===== config.mk =====
export PLATFORM = sky130hd
export DESIGN_NAME = pwm_cfg_scheduler_flat
export DESIGN_NICKNAME = d
export VERILOG_FILES = /design/src/rtl/pwm_cfg_scheduler_pkg.sv /design/src/rtl/pwm_cfg_scheduler_if.sv /design/src/rtl/pwm_cmd_fifo.sv /design/src/rtl/pwm_cfg_scheduler.sv /design/src/flat_wrapper.sv
export SDC_FILE = /design/constraint.sdc
export NUM_CORES = 1
export LEC_CHECK = 0
export ABC_CLOCK_PERIOD_IN_PS = 9000
export CAP_MARGIN = 10
export CORE_ASPECT_RATIO = 0.5
export CORE_UTILIZATION = 39
export CTS_CLUSTER_DIAMETER = 80
export DETAILED_ROUTE_END_ITERATION = 6
export GPL_TIMING_DRIVEN = 0
export PLACE_DENSITY_LB_ADDON = 0.12
export SYNTH_ARGS = -nofsm -noshare
export SYNTH_HDL_FRONTEND = slang
export SYNTH_HIERARCHICAL = 1
export SYNTH_SLANG_ARGS = --single-unit

===== constraint.sdc =====
create_clock -name clk_50M -period 9 [get_ports clk_50M]
set_input_delay 0.9 -clock clk_50M [delete_from_list [all_inputs] [get_ports clk_50M]]
set_output_delay 0.9 -clock clk_50M [all_outputs]
set_load 0.03 [all_outputs]

===== src/rtl/pwm_cfg_scheduler_pkg.sv =====
// rtl/pwm_cfg_scheduler_pkg.sv - shared constants, FSM encoding and command layout for the PWM config scheduler
// Package pwm_sched_pkg:
//   FUNC_CONFIG / FUNC_ENABLE : accepted packet function codes
//   sched_state_t             : scheduler FSM encoding
//   cmd_t                     : 88-bit queued command {func, pkt_data}
package pwm_sched_pkg;

   localparam logic [7:0] FUNC_CONFIG = 8'h01;
   localparam logic [7:0] FUNC_ENABLE = 8'h02;
   localparam int         CMD_W       = 88;

   typedef enum logic [2:0] {
      IDLE  = 3'd0,
      FETCH = 3'd1,
      STOP  = 3'd2,
      WAIT  = 3'd3,
      WRITE = 3'd4,
      ARM   = 3'd5
   } sched_state_t;

   // Field order mirrors pkt_data: rev_data1 (channel) is the most significant byte.
   typedef struct packed {
      logic [7:0]  func;
      logic [7:0]  ch;         // rev_data1
      logic [7:0]  ctrl;       // rev_data2
      logic [7:0]  duty;       // rev_data3
      logic [15:0] dessert;    // rev_data4..5
      logic [7:0]  pulse_num;  // rev_data6
      logic [31:0] pat;        // rev_data7..10
   } cmd_t;

endpackage


===== src/rtl/pwm_cfg_scheduler_if.sv =====
// rtl/pwm_cfg_scheduler_if.sv - packet input, channel-side and status signals of the PWM config scheduler
// Interface pwm_cfg_scheduler_if #(NUM_CH):
//   packet   : pack_done, func_reg[7:0], pkt_data[79:0]
//   channels : ch_busy[NUM_CH], ch_en[NUM_CH], cfg_we[NUM_CH], cfg_duty, cfg_dessert, cfg_pulse_num, cfg_pat
//   status   : cmd_full, drop_cnt[7:0], err_range, err_timeout, sched_busy
// Modports: slave = scheduler, master = decoder / channel array side.
interface pwm_cfg_scheduler_if #(
   parameter int NUM_CH = 4
);
   logic              pack_done;
   logic [7:0]        func_reg;
   logic [79:0]       pkt_data;
   logic [NUM_CH-1:0] ch_busy;
   logic [NUM_CH-1:0] ch_en;
   logic [NUM_CH-1:0] cfg_we;
   logic [7:0]        cfg_duty;
   logic [15:0]       cfg_dessert;
   logic [7:0]        cfg_pulse_num;
   logic [31:0]       cfg_pat;
   logic              cmd_full;
   logic [7:0]        drop_cnt;
   logic              err_range;
   logic              err_timeout;
   logic              sched_busy;

   modport slave (
      input  pack_done, func_reg, pkt_data, ch_busy,
      output ch_en, cfg_we, cfg_duty, cfg_dessert, cfg_pulse_num, cfg_pat,
             cmd_full, drop_cnt, err_range, err_timeout, sched_busy
   );

   modport master (
      output pack_done, func_reg, pkt_data, ch_busy,
      input  ch_en, cfg_we, cfg_duty, cfg_dessert, cfg_pulse_num, cfg_pat,
             cmd_full, drop_cnt, err_range, err_timeout, sched_busy
   );
endinterface


===== src/rtl/pwm_cmd_fifo.sv =====
// rtl/pwm_cmd_fifo.sv - synchronous command FIFO with registered read and drop-when-full push
// Ports:
//   clk_50M, rst_n         : clock, synchronous active-low reset
//   push, push_data[W]     : write request; ignored when full (full judged before any same-cycle pop)
//   pop, pop_data[W]       : read request; pop_data is registered and holds until the next pop
//   full, empty            : occupancy flags
module pwm_cmd_fifo #(
   parameter int DEPTH = 4,   // power of 2, at least 2
   parameter int W     = 88
) (
   input  logic         clk_50M,
   input  logic         rst_n,
   input  logic         push,
   input  logic [W-1:0] push_data,
   input  logic         pop,
   output logic [W-1:0] pop_data,
   output logic         full,
   output logic         empty
);
   localparam int PTR_W = $clog2(DEPTH);
   localparam int CNT_W = PTR_W + 1;

   logic [W-1:0]     mem [DEPTH];
   logic [PTR_W-1:0] wr_ptr, rd_ptr;
   logic [CNT_W-1:0] count;
   logic             do_push, do_pop;

   assign full    = (count == CNT_W'(DEPTH));
   assign empty   = (count == '0);
   assign do_push = push && !full;
   assign do_pop  = pop && !empty;

   always_ff @(posedge clk_50M) begin
      if (do_push) mem[wr_ptr] <= push_data;
   end

   always_ff @(posedge clk_50M) begin
      if (!rst_n) begin
         wr_ptr   <= '0;
         rd_ptr   <= '0;
         count    <= '0;
         pop_data <= '0;
      end else begin
         if (do_push) wr_ptr <= wr_ptr + PTR_W'(1);
         if (do_pop) begin
            pop_data <= mem[rd_ptr];
            rd_ptr   <= rd_ptr + PTR_W'(1);
         end
         case ({do_push, do_pop})
            2'b10:   count <= count + CNT_W'(1);
            2'b01:   count <= count - CNT_W'(1);
            default: count <= count;
         endcase
      end
   end
endmodule


===== src/rtl/pwm_cfg_scheduler.sv =====
// rtl/pwm_cfg_scheduler.sv - queues decoded PWM config packets and commits them only to stopped, idle channels
// Ports:
//   clk_50M, rst_n : clock, synchronous active-low reset
//   bus (slave)    : packet input, per-channel busy/enable/write strobe and cfg data, status flags
// Optional build macro PWM_SCHED_TIMEOUT_EN: bounds the busy wait to TIMEOUT_CYC cycles and
// reports a forced write on err_timeout; without it the wait is unbounded and err_timeout is 0.
module pwm_cfg_scheduler
   import pwm_sched_pkg::*;
#(
   parameter int NUM_CH      = 4,
   parameter int FIFO_DEPTH  = 4,
   parameter int TIMEOUT_CYC = 1024
) (
   input  logic clk_50M,
   input  logic rst_n,
   pwm_cfg_scheduler_if.slave bus
);
   localparam int CH_W = (NUM_CH > 1) ? $clog2(NUM_CH) : 1;

   sched_state_t      state, next_state;
   logic [CMD_W-1:0]  fifo_dout;
   cmd_t              cmd_q;
   logic              fifo_full, fifo_empty, fifo_pop;
   logic              code_ok, in_range, push_req;
   logic [CH_W-1:0]   ch_sel;
   logic [NUM_CH-1:0] ch_mask;
   logic              busy_sel, timeout_hit;

   logic [NUM_CH-1:0] ch_en_q, cfg_we_q;
   logic [7:0]        duty_q, pulse_num_q, drop_cnt_q;
   logic [15:0]       dessert_q;
   logic [31:0]       pat_q;
   logic              err_range_q;

   assign code_ok  = (bus.func_reg == FUNC_CONFIG) || (bus.func_reg == FUNC_ENABLE);
   assign in_range = int'(bus.pkt_data[79:72]) < NUM_CH;
   assign push_req = bus.pack_done && code_ok && in_range;

   pwm_cmd_fifo #(.DEPTH(FIFO_DEPTH), .W(CMD_W)) u_fifo (
      .clk_50M   (clk_50M),
      .rst_n     (rst_n),
      .push      (push_req),
      .push_data ({bus.func_reg, bus.pkt_data}),
      .pop       (fifo_pop),
      .pop_data  (fifo_dout),
      .full      (fifo_full),
      .empty     (fifo_empty)
   );

   // The FIFO's registered read port doubles as the holding register: it only
   // changes on a pop, and pops happen only in IDLE.
   assign cmd_q    = cmd_t'(fifo_dout);
   assign ch_sel   = cmd_q.ch[CH_W-1:0];
   assign ch_mask  = NUM_CH'(1) << ch_sel;
   assign busy_sel = bus.ch_busy[ch_sel];

   logic unused_cmd_bits;
   assign unused_cmd_bits = ^{cmd_q.ch[7:CH_W], cmd_q.ctrl[7:1]};

   always_ff @(posedge clk_50M) begin
      if (!rst_n) state <= IDLE;
      else        state <= next_state;
   end

   always_comb begin
      next_state = state;
      fifo_pop   = 1'b0;
      case (state)
         IDLE:  if (!fifo_empty) begin
                   fifo_pop   = 1'b1;
                   next_state = FETCH;
                end
         FETCH: next_state = (cmd_q.func == FUNC_ENABLE) ? ARM : STOP;
         STOP:  next_state = WAIT;
         WAIT:  if (!busy_sel || timeout_hit) next_state = WRITE;
         WRITE: next_state = ARM;
         ARM:   next_state = IDLE;
         default: next_state = IDLE;
      endcase
   end

`ifdef PWM_SCHED_TIMEOUT_EN
   localparam int TO_W = (TIMEOUT_CYC > 1) ? $clog2(TIMEOUT_CYC) : 1;
   logic [TO_W-1:0] wait_cnt;
   logic            err_timeout_q;

   assign timeout_hit = (wait_cnt == TO_W'(TIMEOUT_CYC - 1));

   always_ff @(posedge clk_50M) begin
      if (!rst_n || state != WAIT) wait_cnt <= '0;
      else                         wait_cnt <= wait_cnt + TO_W'(1);
   end

   always_ff @(posedge clk_50M) begin
      if (!rst_n)                                       err_timeout_q <= 1'b0;
      else if (state == WAIT && busy_sel && timeout_hit) err_timeout_q <= 1'b1;
   end

   assign bus.err_timeout = err_timeout_q;
`else
   assign timeout_hit     = 1'b0;
   assign bus.err_timeout = 1'b0;
`endif

   always_ff @(posedge clk_50M) begin
      if (!rst_n) begin
         ch_en_q     <= '0;
         cfg_we_q    <= '0;
         duty_q      <= '0;
         dessert_q   <= '0;
         pulse_num_q <= '0;
         pat_q       <= '0;
         drop_cnt_q  <= '0;
         err_range_q <= 1'b0;
      end else begin
         // Strobe and data are registered on entry to WRITE, so both are visible
         // in the WRITE cycle; the data then holds until the next commit.
         cfg_we_q <= '0;
         if (next_state == WRITE) begin
            cfg_we_q    <= ch_mask;
            duty_q      <= cmd_q.duty;
            dessert_q   <= cmd_q.dessert;
            pulse_num_q <= cmd_q.pulse_num;
            pat_q       <= cmd_q.pat;
         end

         // A CONFIG re-arm lands on the same edge that closes the write strobe,
         // so the channel restarts the cycle right after its parameters commit.
         case (state)
            STOP:  ch_en_q[ch_sel] <= 1'b0;
            WRITE: ch_en_q[ch_sel] <= cmd_q.ctrl[0];
            ARM:   if (cmd_q.func == FUNC_ENABLE) ch_en_q[ch_sel] <= cmd_q.ctrl[0];
            default: ;
         endcase

         if (bus.pack_done && code_ok && !in_range) err_range_q <= 1'b1;
         if (push_req && fifo_full && drop_cnt_q != 8'hFF) drop_cnt_q <= drop_cnt_q + 8'd1;
      end
   end

   assign bus.ch_en         = ch_en_q;
   assign bus.cfg_we        = cfg_we_q;
   assign bus.cfg_duty      = duty_q;
   assign bus.cfg_dessert   = dessert_q;
   assign bus.cfg_pulse_num = pulse_num_q;
   assign bus.cfg_pat       = pat_q;
   assign bus.cmd_full      = fifo_full;
   assign bus.drop_cnt      = drop_cnt_q;
   assign bus.err_range     = err_range_q;
   assign bus.sched_busy    = (state != IDLE) || !fifo_empty;
endmodule


===== src/flat_wrapper.sv =====
// flat-port wrapper written by rule: the top's interface ports become plain ports
module pwm_cfg_scheduler_flat import pwm_sched_pkg::*;
#(
   parameter int NUM_CH      = 4,
   parameter int FIFO_DEPTH  = 4,
   parameter int TIMEOUT_CYC = 1024
)
  (clk_50M, rst_n, bus_pack_done, bus_func_reg, bus_pkt_data, bus_ch_busy, bus_ch_en, bus_cfg_we, bus_cfg_duty, bus_cfg_dessert, bus_cfg_pulse_num, bus_cfg_pat, bus_cmd_full, bus_drop_cnt, bus_err_range, bus_err_timeout, bus_sched_busy);
  pwm_cfg_scheduler_if #(.NUM_CH(NUM_CH)) bus_i ();
  input  logic clk_50M;
  input  logic rst_n;
  input wire logic [$bits(bus_i.pack_done)-1:0] bus_pack_done;
  input wire logic [$bits(bus_i.func_reg)-1:0] bus_func_reg;
  input wire logic [$bits(bus_i.pkt_data)-1:0] bus_pkt_data;
  input wire logic [$bits(bus_i.ch_busy)-1:0] bus_ch_busy;
  output wire logic [$bits(bus_i.ch_en)-1:0] bus_ch_en;
  output wire logic [$bits(bus_i.cfg_we)-1:0] bus_cfg_we;
  output wire logic [$bits(bus_i.cfg_duty)-1:0] bus_cfg_duty;
  output wire logic [$bits(bus_i.cfg_dessert)-1:0] bus_cfg_dessert;
  output wire logic [$bits(bus_i.cfg_pulse_num)-1:0] bus_cfg_pulse_num;
  output wire logic [$bits(bus_i.cfg_pat)-1:0] bus_cfg_pat;
  output wire logic [$bits(bus_i.cmd_full)-1:0] bus_cmd_full;
  output wire logic [$bits(bus_i.drop_cnt)-1:0] bus_drop_cnt;
  output wire logic [$bits(bus_i.err_range)-1:0] bus_err_range;
  output wire logic [$bits(bus_i.err_timeout)-1:0] bus_err_timeout;
  output wire logic [$bits(bus_i.sched_busy)-1:0] bus_sched_busy;
  assign bus_i.pack_done = bus_pack_done;
  assign bus_i.func_reg = bus_func_reg;
  assign bus_i.pkt_data = bus_pkt_data;
  assign bus_i.ch_busy = bus_ch_busy;
  assign bus_ch_en = bus_i.ch_en;
  assign bus_cfg_we = bus_i.cfg_we;
  assign bus_cfg_duty = bus_i.cfg_duty;
  assign bus_cfg_dessert = bus_i.cfg_dessert;
  assign bus_cfg_pulse_num = bus_i.cfg_pulse_num;
  assign bus_cfg_pat = bus_i.cfg_pat;
  assign bus_cmd_full = bus_i.cmd_full;
  assign bus_drop_cnt = bus_i.drop_cnt;
  assign bus_err_range = bus_i.err_range;
  assign bus_err_timeout = bus_i.err_timeout;
  assign bus_sched_busy = bus_i.sched_busy;
  pwm_cfg_scheduler #(.NUM_CH(NUM_CH), .FIFO_DEPTH(FIFO_DEPTH), .TIMEOUT_CYC(TIMEOUT_CYC)) u_core (.clk_50M(clk_50M), .rst_n(rst_n), .bus(bus_i));
endmodule

After elaboration in Yosys (flattened, before gate mapping)
Memory sizes are Yosys's and may differ from the RTL's. A register that Yosys moved wholly into a read port is not among the register bits.
Index checks and enable logic that the tools add are counted.
{ "op_classes": {"add_sub_neg": 5, "mul": 0, "div_mod_pow": 0, "order_cmp": 3, "n_eq_ne": 14, "n_shift": 1, "mux": 16, "n_bitwise": 2, "n_reduce_logical": 21} }
{ "op_table": {"columns": ["cell", "n"], "rows": [
  ["8-bit by 2-bit equality test with 1-bit output (second input constant)", 2],
  ["3-bit one-hot mux with 5 select lines", 1],
  ["3-bit equality test (second input constant)", 4],
  ["4-bit one-hot mux with 3 select lines", 1],
  ["3-bit 2-to-1 mux", 3],
  ["8-bit by 1-bit adder with 8-bit output (second input constant)", 1],
  ["8-bit by 1-bit equality test with 1-bit output (second input constant)", 1],
  ["1-bit logical AND", 8],
  ["8-bit by 3-bit less-than comparator with 1-bit output (second input constant)", 1],
  ["8-bit != test (second input constant)", 1],
  ["3-bit by 2-bit equality test with 1-bit output (second input constant)", 2],
  ["3-bit zero test", 2],
  ["1-bit 2-to-1 mux", 6],
  ["3-bit one-hot mux with 2 select lines", 1],
  ["3-bit nonzero test", 2],
  ["2-bit by 1-bit adder with 2-bit output (second input constant)", 2],
  ["4-bit AND", 1],
  ["4-bit bitwise mux", 1],
  ["1-bit zero test", 4],
  ["4-bit 2-to-1 mux", 1],
  ["4-bit inverter", 1],
  ["2-bit AND reduction", 2],
  ["1-bit by 2-bit << shifter with 4-bit output (first input constant)", 1],
  ["3-bit by 1-bit adder with 3-bit output (second input constant)", 1],
  ["11 further kinds", 12]
]} }
{ "totals": {"regBits": 91, "latchBits": 0, "ramBits": 352, "rom_bits": 0, "inputBits": 95, "out_inout_bits": 84, "wordCells": 75, "n_memories": 1} }
{ "memory_table": {"columns": ["memory", "depth", "word_bits", "rd", "rd_clocked_by_memory_dff", "write_ports", "line_no", "text"], "rows": [
  ["u_core.u_fifo.mem", 4, 88, 1, 1, 1, "pwm_cmd_fifo.sv:23", "logic [W-1:0] mem [DEPTH];"]
]} }

Depth between registers and ports, before layout
Gate-level depths: netlist of run 1.
{ "depth": {"ltp_word": 7, "depth_mapped": 13, "mapped_depth_nobuf": 12} }

Hierarchy
The synthesis of run 1 kept the hierarchy.
{ "by_module_without_submodules": {"columns": ["module", "n_inst", "cells_each", "area_each_um2"], "rows": [
  ["pwm_cmd_fifo", 1, 709, 15741.3],
  ["pwm_cfg_scheduler", 1, 406, 3294.4]
]} }

Worst setup path after synthesis of run 1
No wires, ideal clock.
{ "synth_path": {"kind": "input-to-reg", "start": "input bus_func_reg[3]", "end": "memory u_core.u_fifo.mem[0][0], enable pin", "setup_ps": 457, "t_arrival_ps": 3934, "path_slack_ps": 4609, "cell_stages": 5, "path_buffers": 1, "cell_sequence": "nor4b_1 -> nand3_1 -> clkbuf_1 -> nor2_1 -> and3_1"} }
{ "synth_via": {"elab_chain_len": 7} }
{ "synth_rtl": {"columns": ["element", "line_no", "text"], "rows": [
  ["start: declaration", "flat_wrapper.sv:13", "input wire logic [$bits(bus_i.func_reg)-1:0] bus_func_reg;"],
  ["8-bit by 1-bit equality test with 1-bit output or 8-bit by 2-bit equality test with 1-bit output (tied branches)", "pwm_cfg_scheduler.sv:35", "assign code_ok = (bus.func_reg == FUNC_CONFIG) || (bus.func_reg == FUNC_ENABLE);"],
  ["1-bit logical OR (*)", "pwm_cfg_scheduler.sv:35", null],
  ["1-bit logical AND (*) (2 in series)", "pwm_cfg_scheduler.sv:37", "assign push_req = bus.pack_done && code_ok && in_range;"],
  ["net u_core.push_req", "pwm_cfg_scheduler.sv:24", "logic code_ok, in_range, push_req;"],
  ["1-bit logical AND (*)", "pwm_cmd_fifo.sv:30", "assign do_push = push && !full;"],
  ["1-bit 2-to-1 mux (*)", "pwm_cmd_fifo.sv:34", "if (do_push) mem[wr_ptr] <= push_data;"],
  ["1-bit 2-to-1 mux (not written as such) (*)", "pwm_cmd_fifo.sv:34", null],
  ["end: declaration", "pwm_cmd_fifo.sv:23", null]
]} }
Mark *: on every way through the listed nets, which the timed path passes. The rest lies on a longest branch.

Worst setup path in the final report of run 1
{ "layout_path": {"start": "input bus_func_reg[3]", "end": "memory u_core.u_fifo.mem[0][33], enable pin"} }
The elaborated chain is that of the path after synthesis.

==> qor.csv, run 1 <==
stage,metric,value,unit
sta,fin. max-slew vios,0,
sta,final period utilization,0.421,
flow_run,max-cap violations,0,
sta,RSZ-0062 raised after global routing,false,
synth,syn nets,1126,
clock_network,root buffer cell,clkbuf_16,
clock_network,clk_lat worst skew,550,ps
die,number of cell rows,53,
clock_network,clock sinks,466,
sta,headroom to the max-slew limit,0.409,
global_routing,first-pass GRT wire length,58.2,mm
clock_network,Worst-path clk slew,60,ps
global_routing,GRT Total Usage,0.177,
worst_setup_path,CP Data Arrival Time,4020,ps
layout,Multi-input gate area,4060,µm²
global_routing,largest net degree at the start of global routing,48,
power_and_ir_drop,Switching Share,0.193,
power_and_ir_drop,Logic pwr share,0.019,
die,# IOs,179,
clock_network,CTS Hold Bufs,0,
sta,hold_ws,452,ps
route,1st-iter DRT viols,497,
status,status,completed,
placement,I/O Buffers,170,
sta,Final setup viols,0,
worst_setup_path,worst path cell trace,clkdlybuf4s50_1 > nor4b_1 > nand3_1 > clkbuf_1 > nor2_1 > and3_4 > buf_12,
power_and_ir_drop,VDD IR max,0.118,mV
worst_setup_path,flop2flop setup slack,6010,ps
clock_network,H-tree Lvls,2,
layout,FF+latch area,12300,µm²
route,Detail Route Antenna Nets,0,
power_and_ir_drop,leakage power,6.63,nW
layout,Ant. Diodes,0,
route,wire per inst,20.5,µm
die,Core Footprint,42200,µm²
layout,final net count,1344,
clock_network,Num CTS Buffers,42,
min_path,worst hold path type,reg -> reg,
power_and_ir_drop,clock power share,0.434,
placement,HPWL after detailed placement,24.6,mm
worst_setup_path,startpoint types,primary input,
sta,actual slew at the worst max-slew pin,878,ps
layout,share of post-route cells with drive strength above 1,0.151,
power_and_ir_drop,pwr dens,200,nW/µm²
worst_setup_path,Crit Path Category,in -> reg,
worst_setup_path,Slowest cell on crit path,and3_4,
synth,Synth Cell Area,16800,µm²
worst_setup_path,"slowest stage delay, CP",840,ps
sta,setup TNS,0,ps
route,DR DRC count,0,
worst_setup_path,worst path required time,9230,ps
power_and_ir_drop,Psw,0.802,mW
power_and_ir_drop,Pint,3.35,mW
synth,Post-Syn Instances,1024,
power_and_ir_drop,sequential power share,0.547,
sta,"Hold Vio Cnt, Final",0,
layout,area grow syn2layout,23.4,%
route,DRT Pass-1 Iters,5,
placement,RePlAce Congestion,0.794,
clock_network,Setup Buffers After CTS,0,
worst_setup_path,CP Max Fanout,47,
sta,clock skew,16.0,ps
route,Vias/cell,5.09,
worst_setup_path,kind of end point of the critical path,flip-flop,
die,die height,149,µm
synth,syn_area_per_cell,16.4,µm²
layout,fill cell count,3598,
sta,Tmin final,3790,ps
die,Initial Util,0.398,
clock_network,CTS resizes,0,
global_routing,antenna violations before repair,0,
sta,Max Fclk,264,MHz
die,Die W,296,µm
clock_network,Longest Clk Path Bufs,3,
route,via count,9429,
route,total routed wirelength,38.0,mm
global_routing,vias in the first global route,9800,
synth,Yosys warning total,6,
clock_network,TritonCTS clock tree,built,
die,die footprint,44000,µm²
global_routing,GRT overflow,0,
-- cell type report --
type	instances	area share
Clock buffer	58	0.0591
Timing Repair Buffer	174	0.0870
Buffer	70	0.0185
Clock inverter	18	0.00790
Inverter	15	0.00271
Tap cell	577	0.0348
Multi-Input combinational cell	473	0.196
Sequential cell	466	0.595
-- state kept, by name (all words and copies together) (netlist names) --
| signal | flops |
|---|---|
| u_core/bus.cfg_dessert | 16 |
| u_core/bus.cfg_duty | 8 |
| u_core/bus.cfg_pat | 32 |
| u_core/bus.cfg_pulse_num | 8 |
| u_core/bus.cfg_we | 4 |
| u_core/bus.ch_en | 4 |
| u_core/bus.drop_cnt | 8 |
| u_core/bus.err_range | 1 |
| u_core/state | 3 |
| u_core/u_fifo/count | 3 |
| u_core/u_fifo/mem | 300 |
| u_core/u_fifo/pop_data | 75 |
| u_core/u_fifo/rd_ptr | 2 |
| u_core/u_fifo/wr_ptr | 2 |
-- worst paths after layout --
kind         depth (start not counted)                                    start                             endpoint
max                                  7                          bus_func_reg[3]   u_core/u_fifo/mem[0][33]$_DFFE_PP_
min                                  2  u_core/u_fifo/pop_data[61]$_SDFFE_PN0P_  u_core/bus.cfg_duty[5]$_SDFFE_PN0N_
max reg2reg                         10               u_core/state[1]$_SDFF_PN0_  u_core/u_fifo/count[2]$_SDFFE_PN0P_
min reg2reg                          2  u_core/u_fifo/pop_data[61]$_SDFFE_PN0P_  u_core/bus.cfg_duty[5]$_SDFFE_PN0N_
-- power groups by stage --
stage	logic, mW	registers (mW)	clock network (mW)
finish	0.0773	2.27	1.80
global route	0.0838	2.27	1.94
CTS	0.0791	2.27	1.85
detailed placement	0.0787	2.32	0
global placement	0.0758	2.32	0
floorplan	0.0148	2.32	0
-- routing by layer --
layer  vias up  routed length, µm  track usage
li1       4362                  -            -
met1      4868              16300        0.226
met2       149              19600        0.312
met3        50               1410       0.0325
met4         0                675       0.0409
met5         -                  0            0
-- cell usage in the layout (no fill, tap or decap), drive strengths merged, types with 3 or more instances in the layout --
master	count
o41ai	3
clkbuf	86
mux4	76
xor2	5
a22o	75
clkdlybuf4s50	170
a21oi	76
nor2b	3
o2111ai	4
o31ai	4
nor4	6
nand3	11
buf	46
mux2i	4
nand4	3
inv	15
edfxtp	300
bufinv	3
clkinv	14
dfxtp	166
nand2	139
ha	6
nor3	5
or3	4
o21a	3
nor2	11
nand2b	6
and3	7
o21ai	5
-- per-stage QoR --
stage               instances  utilization  area, µm²  setup WS [ps]  power [mW]
floorplan                1024            -      16800           4920        2.33
global placement         1771        0.455      19200           2190        2.39
detailed placement       1775        0.458      19400           4580        2.40
CTS                      1851        0.491      20700           5170        4.20
global route             1851        0.491      20700           4910        4.29
finish                   1851        0.491      20700           5210        4.15
-- critical path: cells and delay by family --
family / cells / cell delay [ps]
buffers and inverters: 3 / 1170
and+or+nand+nor: 4 / 1920
Power figures use the tool's default switching activity.
==> inputs of run 2 (changes only) <==
ABC_CLOCK_PERIOD_IN_PS = 3700   (was 9000)
clock period = 3.7 ns   (was 9 ns; I/O delays follow)
==> results of run 2 <==
Same layout as run 1 (identical final DEF). Status: completed.
Among the figures that moved: setup slack after placement 4580 ps -> -192 ps; clock-pin slew on the worst setup and hold paths 60 ps -> 70 ps; setup slack after layout 5210 ps -> 437 ps; hold slack 452 ps -> 447 ps; register-to-register setup slack 6010 ps -> 710 ps; end point of the worst hold path u_core/bus.cfg_duty[5]$_SDFFE_PN0N_ -> u_core/u_fifo/mem[2][60]$_DFFE_PP_; total power 4.15 mW -> 10.1 mW; worst IR drop on VDD 0.118 mV -> 0.288 mV
==> inputs of run 3 (changes only) <==
CORE_ASPECT_RATIO = not set   (was 0.5)
==> qor.csv, run 3 (synthesized netlist as in run 1, its figures left out) <==
stage,metric,value,unit
layout,max FFs per register,300,
clock_network,root buffer cell,clkbuf_16,
route,via count,9355,
global_routing,first-pass GRT wire length,58.8,mm
power_and_ir_drop,total power,10.7,mW
sta,clock skew,20.6,ps
clock_network,Setup Buffers After CTS,0,
clock_network,CTS Hold Bufs,0,
global_routing,largest net degree at the start of global routing,51,
min_path,hold path endpoint,u_core/u_fifo/mem[1][57]$_DFFE_PP_,
die,Core Footprint,42200,µm²
layout,area grow syn2layout,24.6,%
worst_setup_path,Top delay family on crit path,simple AND/OR/NAND/NOR gates,
layout,fill cell count,3668,
flow_run,max-cap violations,0,
worst_setup_path,kind of end point of the critical path,flip-flop,
worst_setup_path,flop2flop setup slack,890,ps
placement,RePlAce Congestion,0.720,
sta,"Hold Vio Cnt, Final",0,
worst_setup_path,Crit Path Category,in -> reg,
global_routing,vias in the first global route,9641,
worst_setup_path,"slowest stage delay, CP",510,ps
sta,headroom to the max-slew limit,0.439,
route,DR DRC count,0,
route,highest routed layer,met4,
die,Initial Util,0.398,
worst_setup_path,startpoint types,primary input,
worst_setup_path,Slowest cell on crit path,clkdlybuf4s50_1,
power_and_ir_drop,leakage power,6.76,nW
worst_setup_path,FF-to-FF path depth,10,
placement,dpl cell area,19300,µm²
worst_setup_path,worst path cell trace,clkdlybuf4s50_1 > nor4b_1 > nand3_1 > clkbuf_1 > nor2_1 > inv_1 > nor2_1 > inv_1 > ha_1 > inv_1 > fa_1 > xor2_1 > or3_1 > a21oi_1,
clock_network,Num CTS Buffers,48,
die,Die W,210,µm
global_routing,GRT overflow,0,
sta,Max Fclk,318,MHz
clock_network,H-tree Lvls,2,
layout,design area,20900,µm²
worst_setup_path,CP Max Fanout,10,
clock_network,Longest Clk Path Bufs,3,
clock_network,clock sinks,466,
worst_setup_path,Critical path origin,bus_func_reg[3],
route,total routed wirelength,38.9,mm
placement,I/O Buffers,170,
worst_setup_path,worst path required time,4210,ps
route,Vias/cell,5.12,
min_path,worst hold path type,in -> reg,
die,die height,210,µm
route,DRT Pass-1 Iters,4,
layout,"most common cell after layout, fill and taps aside",edfxtp_1,
layout,Ant. Diodes,0,
route,Detail Route Antenna Nets,0,
die,number of cell rows,75,
power_and_ir_drop,VDD IR max,0.297,mV
route,WL met2,18.7,mm
layout,Biggest register,u_core/u_fifo/mem,
layout,Layout Utilization,0.496,
global_routing,antenna violations before repair,0,
sta,RSZ-0062 raised after global routing,false,
worst_setup_path,worst path bufs/invs,5,
route,DR WL met3,1.65,mm
layout,most frequent cells in the layout,"edfxtp_1, clkdlybuf4s50_1, dfxtp_1",
sta,actual slew at the worst max-slew pin,833,ps
min_path,Hold Startpoint,bus_pkt_data[57],
worst_setup_path,CP dominant cell by count,inv_1,
min_path,hold depth,1,
placement,HPWL after detailed placement,25.1,mm
layout,"Cell Count, Final, Fillers Out",1827,
sta,Final setup viols,0,
worst_setup_path,RR Endpoint,u_core/u_fifo/count[2]$_SDFFE_PN0P_,
route,1st-iter DRT viols,435,
power_and_ir_drop,pwr dens,509,nW/µm²
status,status,completed,
clock_network,Worst-path clk slew,60,ps
clock_network,CTS resizes,0,
worst_setup_path,CP Data Arrival Time,3650,ps
die,# IOs,179,
sta,Tmin final,3140,ps
route,Met1 Wirelength,18.0,mm
die,die footprint,43900,µm²
layout,final net count,1350,
worst_setup_path,Critical R2R Launch,u_core/state[1]$_SDFF_PN0_,
route,wire per inst,21.3,µm
global_routing,GRT Total Usage,0.181,
layout,share of post-route cells with drive strength above 1,0.158,
placement,Placed Cells,1737,
clock_network,clk_lat worst skew,580,ps
sta,final period utilization,0.849,
sta,fin. max-slew vios,0,
clock_network,TritonCTS clock tree,built,
==> run 3: stage by stage <==
step	setup WS [ps]	setup TNS, ps	hold WS (ps)
floorplan	146	0	432
global placement	-2620	-767650	441
detailed placement	-0.750	-0.750	447
CTS	597	0	394
global route	287	0	414
finish	557	0	429
==> run 3: routing by layer <==
| metal | vias to the layer above | GRT usage |
|---|---|---|
| li1 | 4394 | - |
| met1 | 4729 | 0.248 |
| met2 | 188 | 0.298 |
| met3 | 44 | 0.0358 |
| met4 | 0 | 0.0451 |
| met5 | - | 0 |
==> run 3: final cells by class <==
cell class	count	area, µm²	area share
multi-input combinational	473	4060	0.194
clock buffer	72	1410	0.0674
inverter	15	56.3	0.00269
timing repair buffer	174	1810	0.0865
buffer	70	383	0.0183
sequential	466	12300	0.589
tap	539	674	0.0322
clock inverter	18	221	0.0106
==> run 3: worst max-delay path by stage <==
| stage | end | slack, ps | cells past startpoint |
|---|---|---|---|
| 2_1_floorplan | u_core/u_fifo/mem[0][0]$_DFFE_PP_ | 150 | 5 |
| 3_3_place_gp | u_core/u_fifo/mem[0][2]$_DFFE_PP_ | -2620 | 6 |
| 3_5_place_dp | u_core/u_fifo/count[2]$_SDFFE_PN0P_ | -0.8 | 14 |
| 4_1_cts | u_core/u_fifo/mem[2][5]$_DFFE_PP_ | 600 | 7 |
| 5_1_grt | u_core/u_fifo/count[2]$_SDFFE_PN0P_ | 290 | 14 |
| 6_report | u_core/u_fifo/count[2]$_SDFFE_PN0P_ | 560 | 14 |
==> run 3: report_power, final <==
group / internal (mW) / switching (mW) / leakage [nW] / total (mW)
clock network: 2.99 / 1.96 / 0.805 / 4.94
registers: 5.52 / 0.0000424 / 4.03 / 5.52
logic: 0.0938 / 0.101 / 1.92 / 0.195
total: 8.61 / 2.06 / 6.76 / 10.7
